**config.mk**
```make
export PLATFORM = sky130hd
export DESIGN_NAME = pc_sequencer
export DESIGN_NICKNAME = d
export VERILOG_FILES = /design/src/rtl/pc_sequencer.sv
export SDC_FILE = /design/constraint.sdc
export NUM_CORES = 1
export LEC_CHECK = 0
export ABC_AREA = 1
export ABC_CLOCK_PERIOD_IN_PS = 3500
export CAP_MARGIN = 25
export CORE_ASPECT_RATIO = 1.4
export CORE_MARGIN = 1.5
export CORE_UTILIZATION = 50
export DETAILED_ROUTE_END_ITERATION = 10
export DONT_BUFFER_PORTS = 1
export PLACE_DENSITY = 0.75
export SLEW_MARGIN = 20
export SYNTH_ARGS = -nofsm -noshare
export SYNTH_HDL_FRONTEND = slang
export SYNTH_SLANG_ARGS = --single-unit
```
**constraint.sdc**
```tcl
create_clock -name CLK -period 3.5 [get_ports CLK]
set_input_delay 0.875 -clock CLK [delete_from_list [all_inputs] [get_ports CLK]]
set_output_delay 0.875 -clock CLK [all_outputs]
set_load 0.05 [all_outputs]
```
**src/rtl/pc_sequencer.sv**
```systemverilog
// rtl/pc_sequencer.sv - EV22 program counter sequencer with subroutine return stack
// Optional single-step mode: define SINGLE_STEP_EN to add the STEP input and WAIT_STEP state.
module pc_sequencer #(
    parameter int          ADDR_W      = 12,
    parameter int          STACK_DEPTH = 8,
    parameter int unsigned RESET_PC    = 0
) (
    input  logic                             CLK,
    input  logic                             RST_N,
    input  logic                             MEM_RDY,
    input  logic                             JUMP,
    input  logic                             SR,
    input  logic [ADDR_W-1:0]                TARGET,
    input  logic                             HALT_REQ,
`ifdef SINGLE_STEP_EN
    input  logic                             STEP,
`endif
    output logic [ADDR_W-1:0]                PC,
    output logic                             FETCH_REQ,
    output logic                             IR_LOAD,
    output logic                             EXEC,
    output logic [$clog2(STACK_DEPTH):0]     SP,
    output logic                             STK_ERR,
    output logic                             HALTED
);

    localparam int IDX_W = $clog2(STACK_DEPTH);
    localparam int SP_W  = IDX_W + 1;

`ifdef SINGLE_STEP_EN
    typedef enum logic [2:0] {IDLE, FETCH, EXECUTE, HALT, WAIT_STEP} state_t;
`else
    typedef enum logic [2:0] {IDLE, FETCH, EXECUTE, HALT} state_t;
`endif

    state_t            state, state_nxt;
    logic [ADDR_W-1:0] pc, pc_nxt, pc_inc;
    logic [SP_W-1:0]   sp, sp_nxt, sp_dec;
    logic              stk_err;
    logic              err_set;
    logic              push;
    logic [ADDR_W-1:0] stack [STACK_DEPTH];

    assign pc_inc = pc + ADDR_W'(1);
    assign sp_dec = sp - SP_W'(1);

    always_comb begin
        state_nxt = state;
        pc_nxt    = pc;
        sp_nxt    = sp;
        err_set   = 1'b0;
        push      = 1'b0;
        case (state)
            IDLE:    state_nxt = FETCH;
            FETCH:   if (MEM_RDY) state_nxt = EXECUTE;
            EXECUTE: begin
                case ({JUMP, SR})
                    2'b10: pc_nxt = TARGET;
                    2'b11: begin
                        if (sp == SP_W'(STACK_DEPTH)) begin
                            err_set = 1'b1;
                        end else begin
                            push   = 1'b1;
                            sp_nxt = sp + SP_W'(1);
                            pc_nxt = TARGET;
                        end
                    end
                    2'b01: begin
                        if (sp == '0) begin
                            err_set = 1'b1;
                        end else begin
                            sp_nxt = sp_dec;
                            pc_nxt = stack[sp_dec[IDX_W-1:0]];
                        end
                    end
                    default: pc_nxt = pc_inc;
                endcase
                if (HALT_REQ || err_set) begin
                    state_nxt = HALT;
                end else begin
`ifdef SINGLE_STEP_EN
                    state_nxt = WAIT_STEP;
`else
                    state_nxt = FETCH;
`endif
                end
            end
`ifdef SINGLE_STEP_EN
            WAIT_STEP: begin
                if (HALT_REQ) begin
                    state_nxt = HALT;
                end else if (STEP) begin
                    state_nxt = FETCH;
                end
            end
`endif
            HALT:    state_nxt = HALT;
            default: state_nxt = IDLE;
        endcase
    end

    // Outputs decode straight from state so reset clears them without a clock edge.
    assign FETCH_REQ = (state == FETCH);
    assign IR_LOAD   = (state == FETCH) && MEM_RDY;
    assign EXEC      = (state == EXECUTE);
    assign HALTED    = (state == HALT);
    assign PC        = pc;
    assign SP        = sp;
    assign STK_ERR   = stk_err;

    always_ff @(posedge CLK or negedge RST_N) begin
        if (!RST_N) begin
            state   <= IDLE;
            pc      <= ADDR_W'(RESET_PC);
            sp      <= '0;
            stk_err <= 1'b0;
        end else begin
            state <= state_nxt;
            pc    <= pc_nxt;
            sp    <= sp_nxt;
            if (err_set) begin
                stk_err <= 1'b1;
            end
        end
    end

    // Stack storage is deliberately left out of reset.
    always_ff @(posedge CLK) begin
        if (push) begin
            stack[sp[IDX_W-1:0]] <= pc_inc;
        end
    end

endmodule

```
==> qor.txt, run 1 <==
Routed Antenna Nets - 0
Die Area - 0.0114 mm^2
die boundary height - 126 um
CTS root buf - clkbuf_16
Slew @ Worst Pin - 0.889 ns
DP HPWL - 8060 um
critical path launch point type - flip-flop
fin crit share - 0.725
DRT iter0 DRCs - 254
top-level I/O count - 39
CTS tree - yes
most frequent cells in the layout - nand2_1, edfxtp_1, nor2_1
syn_area_per_cell - 9.59 um^2
number of remaining DRC errors - 0
dpl cell area - 0.00554 mm^2
TritonCTS buffer count - 17
GRT Total Usage - 0.223
Yosys Warn Count - 0
Leakage - 2.53 nW
Post-Synth Adder-Cell Area - 0.00927
dpl ws - 0.977 ns
Cell Area, Synth - 0.00540 mm^2
first-pass GRT wire length - 19300 um
total number of vias - 3916
Vias/cell - 5.40
synthesized instance count - 563
status - finished, final reports clean
Clk Latency, worst-skew pair - 0.41 ns
most used cell, CP - inv_1
Crit Path Category - reg2reg
Port-buffer cells - 0
Peak Freq - 0.394 GHz
commonest non-fill, non-tap cell in the layout - nand2_1
Critical Path AT - 2.64 ns
Crit-path slowest cell - dfrtp_1
Clock Tree Buf Depth - 2
worst-path cell chain - inv_1 -> ha_1 -> inv_1 -> nor2_1 -> a211oi_1 -> nand2_1 -> nor3_2 -> buf_4
Slew Limit Headroom - 0.405
simple-gate portion of the synthesized area - 0.241
max_cap viols - 0
CP Max Fanout - 12
hold crit path type - in2async
Max Slew Vio Count - 0
mux cell area share after synthesis - 0
nets - 596
antenna violations before repair - 0
minimum clock period - 2.54 ns
Synth Net Count - 585
GRT overflow - 0
max incr delay on CP - 0.79 ns
Initial Util - 0.516
Worst VDD drop - 0.000719 V
vias in the first global route - 3942
Critical Path End Type - flip-flop
Gates resized, CTS repair - 0
fraction of layout cells with a size suffix above 1 - 0.104
placer congestion estimate - 0.897
unrepaired setup endpoints after global routing - no
Final WS setup - 0.963 ns
Compound-Gate Fraction of Synth Area - 0.0530
drt pass-1 iters - 8
register area share after synthesis - 0.622
post-route cell area - 0.00616 mm^2
number of hold buffers added after CTS - 0
Core Region - 0.0105 mm^2
Req. time, crit path - 3.60 ns
Hold Fails Final Rpt - 0
Post-CTS Setup Bufs - 0
Yosys cell types - 36
Std-Cell Rows - 44
Max H-tree Level - 4
die width - 90.8 um
final setup fails - 0
main combinational cell family by area after synthesis - simple AND/OR/NAND/NOR gates
largest net degree at the start of global routing - 56
routed wire length - 12400 um
Synth-to-Final Area Change - 14.0%
clk slew on worst S/H paths - 0.05 ns
total clock sinks - 115
Avg WL per Cell - 17.2 um
# diodes - 0
setup tns final - 0 ns
Synth Area in XOR/XNOR - 0.00973
Fin Clk Skew - 0.00874 ns
#FFs+latches synth - 115
pwr dens - 909 mW/mm^2
[through the flow]
stage	std cells	power [mW]	utilization	hold WS [ns]
6_report	725	5.60	0.589	0.157
5_1_grt	725	5.83	0.589	0.144
4_1_cts	725	5.59	0.589	0.149
3_5_place_dp	693	3.76	0.530	0.580
3_3_place_gp	693	3.70	0.530	0.580
2_1_floorplan	563	3.36	-	0.576
[area by class of cell]
cell class              instances  area, um^2
clock buffers                  23         468
clock inverters                 9         151
fillers                       843        4300
inverters                      56         218
multi-input cells             372        1700
flip-flops and latches        115        3360
well taps                     138         173
repair buffers                 12        90.1
[cells by family after synthesis]
kind of cell,count (synthesis)
buffers and inverters,76
AO/OA/AOI/OAI,54
AND/OR/NAND/NOR,308
adder cells (fa/ha/maj),4
flip-flops,115
XOR/XNOR,6
[flip-flops by register name, summed over array words and instances (netlist names)]
name,flops
stack,96
state,2
SP,4
PC,12
STK_ERR,1
[worst max-delay path, delay by kind of cell (launching register included)]
family,cells,cell delay [ns]
compound gates,1,0.32
fa+ha+maj,1,0.23
buf+inv,3,0.47
flops,1,0.79
simple gates,3,0.42
[routing by layer]
metal,vias up,global-route usage,part of all wire
met2,155,0.404,0.53
li1,1859,-,-
met5,-,0,0
met1,1880,0.250,0.39
met3,22,0.0562,0.060
met4,0,0.0818,0.020
[synthesized netlist by cell type]
cell / count / share of area
nor2_1: 92 / 0.064
buf_4: 5 / 0.0070
nand2_1: 158 / 0.11
ha_1: 4 / 0.0093
inv_2: 4 / 0.0028
nand4_1: 3 / 0.0035
nand3_1: 34 / 0.032
nand2_4: 1 / 0.0021
a21boi_0: 2 / 0.0028
edfxtp_1: 96 / 0.53
nor2_4: 2 / 0.0042
nor3_1: 2 / 0.0019
buf_6: 4 / 0.0083
buf_2: 8 / 0.0074
clkbuf_2: 1 / 0.00093
o21bai_1: 1 / 0.0014
xor2_1: 5 / 0.0081
xnor2_1: 1 / 0.0016
dfrtp_1: 19 / 0.088
nand3b_1: 1 / 0.0014
o21ai_0: 30 / 0.028
and2_1: 6 / 0.0070
nand3_2: 1 / 0.0019
a31oi_1: 1 / 0.0012
a21oi_1: 3 / 0.0028
a211oi_1: 1 / 0.0014
inv_1: 50 / 0.035
nand2_2: 4 / 0.0046
inv_6: 1 / 0.0016
or2_2: 2 / 0.0023
nand2_8: 1 / 0.0037
clkbuf_1: 2 / 0.0014
nand3_4: 1 / 0.0032
a22oi_1: 2 / 0.0028
o21ai_1: 14 / 0.013
inv_4: 1 / 0.0012
[report_power, final]
part	internal, mW	switching [mW]
Sequential	1.74	0.412
Combinational	0.456	1.18
Clock	1.23	0.583
[worst paths after layout]
path / depth (start not counted) / end / slack, ns / startpoint
worst max-delay path: 8 / stack[5][8]$_DFFE_PP_ / 0.96 / SP[1]$_DFFE_PN0P_
worst min-delay path: 0 / PC[2]$_DFFE_PN0P_ / 0.16 / RST_N
worst max register to register: 8 / stack[5][8]$_DFFE_PP_ / 0.96 / SP[1]$_DFFE_PN0P_
worst min register to register: 2 / state[1]$_DFFE_PN0P_ / 0.62 / state[0]$_DFFE_PN0P_
max in group asynchronous: 0 / SP[0]$_DFFE_PN0P_ / 3.26 / RST_N
min in group CLK: 2 / state[1]$_DFFE_PN0P_ / 0.62 / state[0]$_DFFE_PN0P_
Power figures use the tool's default switching activity.
==> run 2, diff against run 1 <==
Settings changed: ABC_CLOCK_PERIOD_IN_PS 3500 to 2500.
Clock period 3.5 ns to 2.5 ns, I/O delays scaled along.
==> qor.txt, run 2 (synthesis results as in run 1) <==
fin crit share - 0.858
Slew Limit Headroom - 0.380
Clock Tree Buf Depth - 2
fraction of layout cells with a size suffix above 1 - 0.154
drt pass-1 iters - 8
critical path launch point type - flip-flop
hold depth - 2
Synth-to-Final Area Change - 17.5%
total clock sinks - 115
die boundary height - 126 um
Initial Util - 0.516
Vias/cell - 5.58
Leakage - 2.60 nW
Fin Clk Skew - 0.00585 ns
Std-Cell Rows - 44
antenna violations before repair - 0
Fillers - 867
Worst Reg-to-Reg Cells - 7
Port-buffer cells - 0
GRT overflow - 0
CTS tree - yes
pwr dens - 1290 mW/mm^2
Post-CTS Setup Bufs - 0
Clk Latency, worst-skew pair - 0.42 ns
Avg WL per Cell - 19.1 um
Crit Path Category - reg2reg
TritonCTS buffer count - 17
vias in the first global route - 4075
dpl cells - 708
fin cells - 742
commonest non-fill, non-tap cell in the layout - nand2_1
Core Region - 0.0105 mm^2
Req. time, crit path - 2.55 ns
DP HPWL - 9500 um
largest net degree at the start of global routing - 56
max FFs per register - 96
CP Max Fanout - 12
Worst VDD drop - 0.00108 V
most frequent cells in the layout - nand2_1, edfxtp_1, nor2_1
Routed Antenna Nets - 0
routed wire length - 14200 um
final setup fails - 0
Max H-tree Level - 4
setup tns final - 0 ns
unrepaired setup endpoints after global routing - no
Critical Path AT - 2.19 ns
top-level I/O count - 39
Die Area - 0.0114 mm^2
minimum clock period - 2.15 ns
Max Slew Vio Count - 0
Peak Freq - 0.466 GHz
DRT iter0 DRCs - 447
number of remaining DRC errors - 0
nets - 613
total power - 8.19 mW
Critical Path End Type - flip-flop
# diodes - 0
Hold Fails Final Rpt - 0
clk slew on worst S/H paths - 0.06 ns
CTS root buf - clkbuf_16
hold crit path type - in2reg
Slew @ Worst Pin - 0.927 ns
die width - 90.8 um
status - finished, final reports clean
placer congestion estimate - 0.870
GRT Total Usage - 0.260
max_cap viols - 0
total number of vias - 4143
first-pass GRT wire length - 22000 um
-- run 2: critical path: stages, from the launching register on --
cell and delay [ns]:
dfrtp_2 0.35, inv_1 0.09, ha_4 0.17, inv_2 0.06
nor2_4 0.04, a211oi_2 0.33, nand2_2 0.14, nor3_4 0.59
-- run 2: per-stage QoR --
stage / instance area (um^2) / utilization / hold WS (ns) / worst slack, ns
6_report: 6350 / 0.607 / 0.360 / 0.355
5_1_grt: 6350 / 0.607 / 0.351 / 0.219
4_1_cts: 6340 / 0.606 / 0.355 / 0.338
3_5_place_dp: 5720 / 0.547 / 0.330 / 0.401
3_3_place_gp: 5720 / 0.547 / 0.330 / 0.431
2_1_floorplan: 5490 / - / 0.329 / 0.00927
-- run 2: final timing paths --
kind / start / end / slack (ns)
max: SP[1]$_DFFE_PN0P_ / stack[4][0]$_DFFE_PP_ / 0.35
min: HALT_REQ / state[1]$_DFFE_PN0P_ / 0.36
max reg2reg: SP[1]$_DFFE_PN0P_ / stack[4][0]$_DFFE_PP_ / 0.35
min reg2reg: PC[7]$_DFFE_PN0P_ / PC[7]$_DFFE_PN0P_ / 0.57
max in group asynchronous: RST_N / SP[0]$_DFFE_PN0P_ / 1.38
min in group asynchronous: RST_N / PC[5]$_DFFE_PN0P_ / 0.63
-- run 2: final cells by class --
type / count / area (um^2) / area share
Multi-Input combinational cell: 372 / 1770 / 0.279
Timing Repair Buffer: 29 / 224 / 0.0353
Inverter: 56 / 218 / 0.0343
Clock inverter: 14 / 163 / 0.0256
Clock buffer: 18 / 439 / 0.0692
Sequential cell: 115 / 3360 / 0.529
Tap cell: 138 / 173 / 0.0272
-- run 2: timing repair --
action	4_1_cts	5_1_grt
hold buffers	1	0
hold endpoints to repair	19	0
resized for setup	0	0
setup endpoints to repair	0	0
-- run 2: metal layers --
metal / GRT usage / wire length (um) / vias up
li1: - / - / 1893
met1: 0.295 / 4910 / 1903
met2: 0.448 / 7270 / 286
met3: 0.0640 / 1340 / 61
met4: 0.142 / 651 / 0
met5: 0 / 0 / -
-- run 2: where the power goes --
group	internal, mW	total, mW	switching [mW]	leakage, nW
logic	0.796	3.14	2.35	1.22
registers	2.44	2.59	0.143	1.09
clock network	1.58	2.46	0.879	0.287
==> run 3, diff against run 2 <==
Settings changed: ABC_AREA 1 to default.
==> qor.txt, run 3 <==
status - finished, final reports clean
TritonCTS buffer count - 17
unrepaired setup endpoints after global routing - no
Yosys top cell area share - 0.573
Crit Path Category - reg2reg
commonest non-fill, non-tap cell in the layout - edfxtp_1
Worst path top cell family by delay - XOR/XNOR gates
Gates resized, CTS repair - 0
largest net degree at the start of global routing - 29
grt met1 use - 0.276
clk slew on worst S/H paths - 0.05 ns
GR Layer Usage met2 - 0.383
number of remaining DRC errors - 0
reg-to-reg setup timing slack - 0.34 ns
Hold Fails Final Rpt - 0
Critical Path End Type - flip-flop
synthesized instance count - 317
CTS root buf - clkbuf_16
total number of vias - 3123
syn_area_per_cell - 15.9 um^2
CTS tree - yes
pwr dens - 1300 mW/mm^2
Die Area - 0.0107 mm^2
Std-Cell Rows - 43
Worst Reg-to-Reg Cells - 7
Avg WL per Cell - 23.4 um
# diodes - 0
Yosys cell types - 48
DRT iter0 DRCs - 349
RR Startpoint - SP[1]$_DFFE_PN0P_
Synth area leader - edfxtp_1
Clock Tree Buf Depth - 2
fraction of layout cells with a size suffix above 1 - 0.275
GRT overflow - 0
FF-to-FF End - PC[6]$_DFFE_PN0P_
antenna violations before repair - 0
dominant synthesized flop cell - edfxtp_1
crit path from - SP[1]$_DFFE_PN0P_
Yosys Warn Count - 0
max FFs per register - 96
Worst VDD drop - 0.000606 V
register area share after synthesis - 0.667
hold crit path type - in2async
Cell Area, Synth - 0.00503 mm^2
Final WS setup - 0.340 ns
Slew Limit Headroom - 0.460
Port-buffer cells - 0
minimum clock period - 2.16 ns
grt peak-use layer - met2
Critical Path AT - 2.48 ns
die boundary height - 122 um
Max H-tree Level - 4
Routed Antenna Nets - 0
max_cap viols - 0
Peak Freq - 0.463 GHz
Fin Clk Skew - 0.00765 ns
Fillers - 698
EDFF count, synth - 96
Crit-path slowest cell - xor2_1
max incr delay on CP - 0.53 ns
DP HPWL - 7190 um
nets - 376
dpl ws - 0.438 ns
Levels on crit path - 7
Synth-to-Final Area Change - 20.2%
total clock sinks - 115
Clk Latency, worst-skew pair - 0.41 ns
most frequent cells in the layout - edfxtp_1, buf_4, nand3_1
drt pass-1 iters - 8
asr flop ratio synth - 0.165
Core Region - 0.00985 mm^2
routed wire length - 11700 um
fin crit share - 0.864
GRT Total Usage - 0.238
critical path launch point type - flip-flop
Vias/cell - 6.22
top-level I/O count - 39
Req. time, crit path - 2.82 ns
met3 usage in global routing - 0.0766
vias in the first global route - 3167
Max Slew Vio Count - 0
first-pass GRT wire length - 17700 um
Initial Util - 0.511
die width - 87.8 um
crit path to - PC[6]$_DFFE_PN0P_
Synth Net Count - 339
CP Max Fanout - 7
final setup fails - 0
placer congestion estimate - 0.875
WP buf/inv - 2
post-route core utilization - 0.614
Leakage - 2.13 nW
setup tns final - 0 ns
#FFs+latches synth - 115
worst-path cell chain - inv_1 -> ha_1 -> xor2_1 -> buf_4 -> and3_1 -> nor4_1 -> a211oi_1
most instantiated library cell after synthesis - edfxtp_1
top post-synthesis cells by count - edfxtp_1, nand3_1, nor2_1
Slew @ Worst Pin - 0.804 ns
Area contributors post-synth - edfxtp_1, dfrtp_1, mux4_2, mux4_1, nand3_1
run 3: cell types whose count changed after synthesis, sizes merged, moves of 10 or more:
cell,delta
xnor2,+10
mux4,+24
nor2,-73
inv,-50
nand2,-153
o21ai,-40
nand3,-14
and3,+11
run 3: how the worst min path moves through the flow:
stage / start / to / slack (ns) / cells after the start
floorplan: RST_N / PC[0]$_DFFE_PN0P_ / 0.33 / 0
global placement: RST_N / SP[2]$_DFFE_PN0P_ / 0.33 / 0
detailed placement: RST_N / SP[2]$_DFFE_PN0P_ / 0.33 / 0
CTS: MEM_RDY / state[0]$_DFFE_PN0P_ / 0.31 / 1
global route: RST_N / SP[3]$_DFFE_PN0P_ / 0.21 / 1
finish: RST_N / SP[3]$_DFFE_PN0P_ / 0.18 / 1
run 3: metrics by stage:
stage	area [um^2]	total power, mW	cells	hold slack [ns]
3_5_place_dp	5430	5.39	469	0.330
5_1_grt	6050	8.17	502	0.209
2_1_floorplan	5120	4.72	317	0.329
3_3_place_gp	5430	5.30	469	0.330
6_report	6050	7.86	502	0.182
4_1_cts	6050	7.88	502	0.312
run 3: metal layers:
metal / vias up / share of wire
met5: - / 0
met4: 0 / 0.047
met3: 51 / 0.076
met2: 159 / 0.51
met1: 1567 / 0.36
li1: 1346 / -
run 3: logic make-up (layout without fill, tap and decap cells):
group,Yosys count,in the layout,synth area share
compound gates,44,44,0.0656
xor+xnor,16,16,0.0278
fa+ha+maj,4,4,0.00994
buf+inv,24,74,0.0244
flops,115,115,0.667
mux,26,26,0.116
simple gates,88,88,0.0892
run 3: final cells by class:
cell class / count / area (um^2) / share of cell area
Clock buffer: 22 / 484 / 0.0800
Sequential cell: 115 / 3360 / 0.555
Timing Repair Buffer: 36 / 280 / 0.0463
Clock inverter: 10 / 130 / 0.0215
Inverter: 6 / 22.5 / 0.00372
Tap cell: 135 / 169 / 0.0279
Multi-Input combinational cell: 178 / 1600 / 0.265
run 3: timing repair:
| item | 4_1_cts | 5_1_grt |
|---|---|---|
| hold endpoints to repair | 19 | 0 |
| hold buffers | 1 | 0 |
| buffers inserted | 0 | 0 |
run 3: power by group:
part	total, mW	switching [mW]	internal [mW]	leakage, nW
clock	2.47	0.807	1.66	0.303
combinational	2.69	1.70	0.985	0.755
sequential	2.71	0.158	2.55	1.07
total	7.86	2.67	5.19	2.13
